### src/rtl/pc_seq_ctrl_pkg.sv
// Shared configuration for the PC sequencer: state encodings and default
// reset PC / retired-counter width.
package pc_seq_ctrl_pkg;

  localparam int PSC_STATE_WIDTH = 3;

  typedef enum logic [PSC_STATE_WIDTH-1:0] {
    PSC_FETCH    = 3'd0,
    PSC_WAIT_RSP = 3'd1,
    PSC_EXEC     = 3'd2,
    PSC_HALT     = 3'd3,
    PSC_ERR      = 3'd4
  } psc_state_e;

  localparam logic [31:0] PSC_RESET_PC  = 32'h8000_0000;
  localparam int          PSC_CNT_WIDTH = 64;

endpackage

### src/rtl/pc_seq_ctrl_pc_reg.sv
// Parameterised register with write enable and synchronous active-low reset value.
// Latency: 1 cycle from w_en to q; no backpressure.
module pc_reg #(
  parameter int               WIDTH   = 32,
  parameter logic [WIDTH-1:0] RST_VAL = '0
) (
  input  logic             clk,
  input  logic             rst,
  input  logic             w_en,
  input  logic [WIDTH-1:0] d,
  output logic [WIDTH-1:0] q
);

  always_ff @(posedge clk) begin
    if (!rst)
      q <= RST_VAL;
    else if (w_en)
      q <= d;
  end

endmodule

### src/rtl/pc_seq_ctrl.sv
// Fetch/execute sequencer owning the architectural PC; min 3 cycles per instruction.
// Stalls in FETCH until ifu_req_ready, in WAIT_RSP until ifu_rsp_valid, in EXEC until exu_done.
module pc_seq_ctrl
  import pc_seq_ctrl_pkg::*;
#(
  parameter int                   ISA_WIDTH  = 32,
  parameter int                   INST_WIDTH = 32,
  parameter logic [ISA_WIDTH-1:0] RESET_PC   = ISA_WIDTH'(PSC_RESET_PC),
  parameter int                   CNT_WIDTH  = PSC_CNT_WIDTH
) (
  input  logic                  clk,
  input  logic                  rst,
  output logic                  ifu_req_valid,
  input  logic                  ifu_req_ready,
  output logic [ISA_WIDTH-1:0]  ifu_req_addr,
  input  logic                  ifu_rsp_valid,
  output logic                  ifu_rsp_ready,
  input  logic [INST_WIDTH-1:0] ifu_rsp_data,
  output logic [INST_WIDTH-1:0] inst,
  output logic                  inst_valid,
  input  logic                  exu_done,
  input  logic [ISA_WIDTH-1:0]  pc_in,
  input  logic                  pc_w_en,
  input  logic                  halt,
  output logic [ISA_WIDTH-1:0]  pc_out,
  output logic                  halted,
  output logic                  err_illegal,
  output logic                  err_misalign,
  output logic [CNT_WIDTH-1:0]  inst_cnt
);

  psc_state_e state, state_nxt;
  logic       pc_we, retire, inst_ld, set_halted, set_ill, set_mis;

  always_ff @(posedge clk) begin
    if (!rst)
      state <= PSC_FETCH;
    else
      state <= state_nxt;
  end

  always_comb begin
    state_nxt  = state;
    pc_we      = 1'b0;
    retire     = 1'b0;
    inst_ld    = 1'b0;
    set_halted = 1'b0;
    set_ill    = 1'b0;
    set_mis    = 1'b0;
    case (state)
      PSC_FETCH: begin
        if (ifu_req_ready) state_nxt = PSC_WAIT_RSP;
      end
      PSC_WAIT_RSP: begin
        if (ifu_rsp_valid) begin
          inst_ld   = 1'b1;
          state_nxt = PSC_EXEC;
        end
      end
      PSC_EXEC: begin
        // Halt outranks illegal, which outranks misalignment.
        if (exu_done) begin
          if (halt) begin
            state_nxt  = PSC_HALT;
            set_halted = 1'b1;
            retire     = 1'b1;
          end else if (!pc_w_en) begin
            state_nxt  = PSC_ERR;
            set_halted = 1'b1;
            set_ill    = 1'b1;
          end else if (pc_in[1:0] != 2'b00) begin
            state_nxt  = PSC_ERR;
            set_halted = 1'b1;
            set_mis    = 1'b1;
          end else begin
            state_nxt = PSC_FETCH;
            pc_we     = 1'b1;
            retire    = 1'b1;
          end
        end
      end
      PSC_HALT, PSC_ERR: state_nxt = state;
      default: begin
        state_nxt  = PSC_ERR;
        set_halted = 1'b1;
      end
    endcase
  end

  assign ifu_req_valid = (state == PSC_FETCH);
  assign ifu_rsp_ready = (state == PSC_WAIT_RSP);
  assign inst_valid    = (state == PSC_EXEC);
  assign ifu_req_addr  = pc_out;

  pc_reg #(
    .WIDTH   (ISA_WIDTH),
    .RST_VAL (RESET_PC)
  ) u_pc_reg (
    .clk  (clk),
    .rst  (rst),
    .w_en (pc_we),
    .d    (pc_in),
    .q    (pc_out)
  );

  always_ff @(posedge clk) begin
    if (!rst) begin
      inst         <= '0;
      inst_cnt     <= '0;
      halted       <= 1'b0;
      err_illegal  <= 1'b0;
      err_misalign <= 1'b0;
    end else begin
      if (inst_ld)    inst         <= ifu_rsp_data;
      if (retire)     inst_cnt     <= inst_cnt + CNT_WIDTH'(1);
      if (set_halted) halted       <= 1'b1;
      if (set_ill)    err_illegal  <= 1'b1;
      if (set_mis)    err_misalign <= 1'b1;
    end
  end

endmodule

### config.mk
export PLATFORM = sky130hd
export DESIGN_NAME = pc_seq_ctrl
export DESIGN_NICKNAME = d
export VERILOG_FILES = /design/src/rtl/pc_seq_ctrl_pkg.sv /design/src/rtl/pc_seq_ctrl_pc_reg.sv /design/src/rtl/pc_seq_ctrl.sv
export SDC_FILE = /design/constraint.sdc
export NUM_CORES = 1
export LEC_CHECK = 0
export BUFFER_PORTS_ARGS = -buffer_cell sky130_fd_sc_hd__buf_2
export CORE_MARGIN = 4
export CORE_UTILIZATION = 48
export CTS_CLUSTER_SIZE = 30
export DETAILED_ROUTE_END_ITERATION = 8
export PLACE_DENSITY = 0.79
export SYNTH_ARGS = -nofsm -noshare
export SYNTH_HDL_FRONTEND = slang
export SYNTH_HIERARCHICAL = 1
export SYNTH_SLANG_ARGS = --single-unit
### constraint.sdc
create_clock -name clk -period 3.6 [get_ports clk]
set_input_delay 0.36 -clock clk [delete_from_list [all_inputs] [get_ports clk]]
set_output_delay 0.36 -clock clk [all_outputs]
set_load 0.02 [all_outputs]
==> impl_metrics.toml <==
[critical_path]
worst_path_most_repeated_cell = "sky130_fd_sc_hd__or4_1"
timing.critical_path.cells = "nand4_1, a2111o_1, or4_1, or4_1, a21oi_1"
worst_ep_arrival_time_ns = 3.20
worstPathRequired_ns = 3.95
crit_path_end_kind = "flop"
worst_r2r_path_depth = 5
reg2reg_setup_slack_ns = 0.75
critical_path.max_stage_delay_ns = 0.80
timing.critical_path.from_type = "flop"
worst-setup-path-type = "flop to flop"
critPathMaxFanout = 18
cpMaxStageDelayCell = "sky130_fd_sc_hd__or4_1"

[die]
floorplan.rows = 40
die_height_um = 121
floorplan.die_area_mm2 = 0.0146
initial_utilization = 0.500
die_width_um = 121
ios = 237
floorplan.core_area_mm2 = 0.0122

[synthesis]
synthDominantCellAreaShare = 0.439
yosysTopAreaCell = "sky130_fd_sc_hd__dfxtp_1"
number_of_nets_in_the_synthesized_netlist = 796
syn_area_mm2 = 0.00610
netlist_instances = 724
synth_seq_cells = 134
yosysWarnings = 6
dominantRegCellSynth = "sky130_fd_sc_hd__dfxtp_1"
avgSynthCellArea_um2 = 8.43
synth_edf_count = 0
ys_async_sr_fraction = 0
cells_taking_the_most_area_after_synthesis = "sky130_fd_sc_hd__dfxtp_1 44%, sky130_fd_sc_hd__nand2_1 6.1%, sky130_fd_sc_hd__mux2i_1 5.4%"
synth.yosys.seq_area_share = 0.439
synth.distinct_cells = 48

[detailed_routing]
postRouteAntennaNets = 0
m1WireLength_mm = 7.15
route.met2.wl_mm = 8.68
wl_per_cell_um = 16.0
route.final.wire_length_mm = 17.6
firstDrtPassIters = 5
highest-signal-layer = "met4"
routed-via-count = 5888
dr.first_iter.drc_count = 374
drt_drc_violations_left = 0
detailroute.wirelength.met3_mm = 1.44
vias_per_cell = 5.35

[sta]
max_freq_ghz = 0.351
finalClockSkew_ns = 0.00705
worst_slew_margin_relative_to_its_limit = 0.271
timing.final.crit_period_ns = 2.85
worst-slew-pin-transition_ns = 1.09
post-route-worst-setup-slack_ns = 0.750
finalHoldViolCount = 0
final_min_period_over_clock_period = 0.792
final_max_slew_viol_count = 0
setup_viol_count_final = 0
rsz0062_at_grt = "false"
fin_tns_setup_ns = 0

[clocking]
cts.repair_timing.setup_buffer_count = 0
cts_resized = 0
h-tree-depth = 4
cts_num_sinks = 134
clkSlewWorstSetupHoldPaths_ns = 0.06
clock_tree_from_tritoncts = "yes"
clock_path_buffers = 2
cts-hold-fix-buffers = 0
clock_insertion_delay_worst_skew_ns = 0.41
cts_made_buffers = 17
ctsRootBufferMaster = "sky130_fd_sc_hd__clkbuf_16"

[grt]
grt_start_max_net_pins = 47
antenna_found_initial = 1
grt_overflow_total = 0
wire_length_of_the_first_global_routing_pass_mm = 27.5
groute.usage.overall = 0.236
first_global_vias = 5513

[placed_design]
place.detailed.hpwl_mm = 12.8
gp_congestion = 0.852
place_worst_setup_slack_ns = 0.519
port_buffers = 236

[hold_path]
whs_path_depth = 3
min_path_type = "input pin to flop"

[finish]
leading_cell_type_in_the_layout_fill_and_taps_excluded = "sky130_fd_sc_hd__buf_2"
layout_common_cells = "236 x sky130_fd_sc_hd__buf_2, 134 x sky130_fd_sc_hd__dfxtp_1, 99 x sky130_fd_sc_hd__nand2_1"
area.growth.synth_to_final_pct = 27.0
num-nets-final = 990
final_layout_size_suffix_gt1_frac = 0.301

[outcome]
status = "finished clean"

[power]
leakage_nw = 3.14
max-vdd-ir-drop_v = 0.000467
power.density_mw_per_mm2 = 463

[flow_run]
number_of_max_cap_violations = 0
-- worst max-delay path, delay by kind of cell (launching register included) --
family | cells | cell delay, ns
AOI/OAI and AO/OA | 2 | 0.65
and+or+nand+nor | 3 | 1.72
DFF | 1 | 0.41
-- power by group --
group          internal, W  switching (W)  total (W)  leakage [nW]
sequential         0.00151      0.0000205    0.00153          1.08
clock              0.00118       0.000645    0.00182         0.292
combinational    0.0000878       0.000150   0.000238          1.76
total              0.00278       0.000816    0.00359          3.14
-- flip-flops by register name, indices dropped and copies added (netlist names) --
register	cells
inst_cnt	64
inst	32
u_pc_reg/q	32
state	3
err_illegal	1
err_misalign	1
halted	1
-- cells by family after synthesis --
| family | count (synthesis) | share of synthesized area |
|---|---|---|
| simple gates | 322 | 0.268 |
| flops | 134 | 0.439 |
| compound gates | 116 | 0.110 |
| buf+inv | 89 | 0.0844 |
| mux | 33 | 0.0541 |
| xor+xnor | 29 | 0.0416 |
| fa+ha+maj | 1 | 0.00205 |
-- layout make-up --
type                            instances  area [um2]
Fill cell                            1117        4460
Multi-Input combinational cell        501        2910
Sequential cell                       134        2680
Timing Repair Buffer                  245        1250
Clock buffer                           20         447
Tap cell                              168         210
Clock inverter                         12         178
Inverter                               19        71.3
Antenna cell                            1        2.50
-- cell usage after synthesis, types with 15 or more instances --
master and count:
sky130_fd_sc_hd__nand2_1 99, sky130_fd_sc_hd__inv_1 18, sky130_fd_sc_hd__or3_1 16, sky130_fd_sc_hd__nand3_1 28, sky130_fd_sc_hd__o21ai_0 21, sky130_fd_sc_hd__a21oi_1 65, sky130_fd_sc_hd__mux2i_1 33, sky130_fd_sc_hd__nor4_1 15
sky130_fd_sc_hd__nor3_1 16, sky130_fd_sc_hd__xnor2_1 21, sky130_fd_sc_hd__nor2_1 53, sky130_fd_sc_hd__nor2b_1 31, sky130_fd_sc_hd__buf_4 33, sky130_fd_sc_hd__clkbuf_1 31, sky130_fd_sc_hd__dfxtp_1 134, sky130_fd_sc_hd__nand4_1 24
-- worst paths after layout --
path / end / start
setup reg to reg: inst_cnt[52] / inst_cnt[3]
setup / recovery: inst_cnt[52] / inst_cnt[3]
hold / removal: inst[19] / ifu_rsp_data[19]
hold reg to reg: inst[1] / inst[1]
-- metrics by stage --
stage	util	cells	cell area [um2]	total power, W	hold slack [ns]
after CTS	0.635	1099	7750	0.00362	0.164
after floorplan	-	724	6100	0.00171	0.488
after global placement	0.583	1067	7120	0.00180	0.439
final	0.635	1100	7750	0.00359	0.179
after detailed placement	0.583	1067	7120	0.00180	0.444
after global routing	0.635	1100	7750	0.00372	0.173
-- routing by layer --
metal	vias up	global-route usage
li1	2905	-
met1	2705	0.279
met2	247	0.405
met3	31	0.0748
met4	0	0.0744
met5	-	0
(Power assumes the default switching activity.)
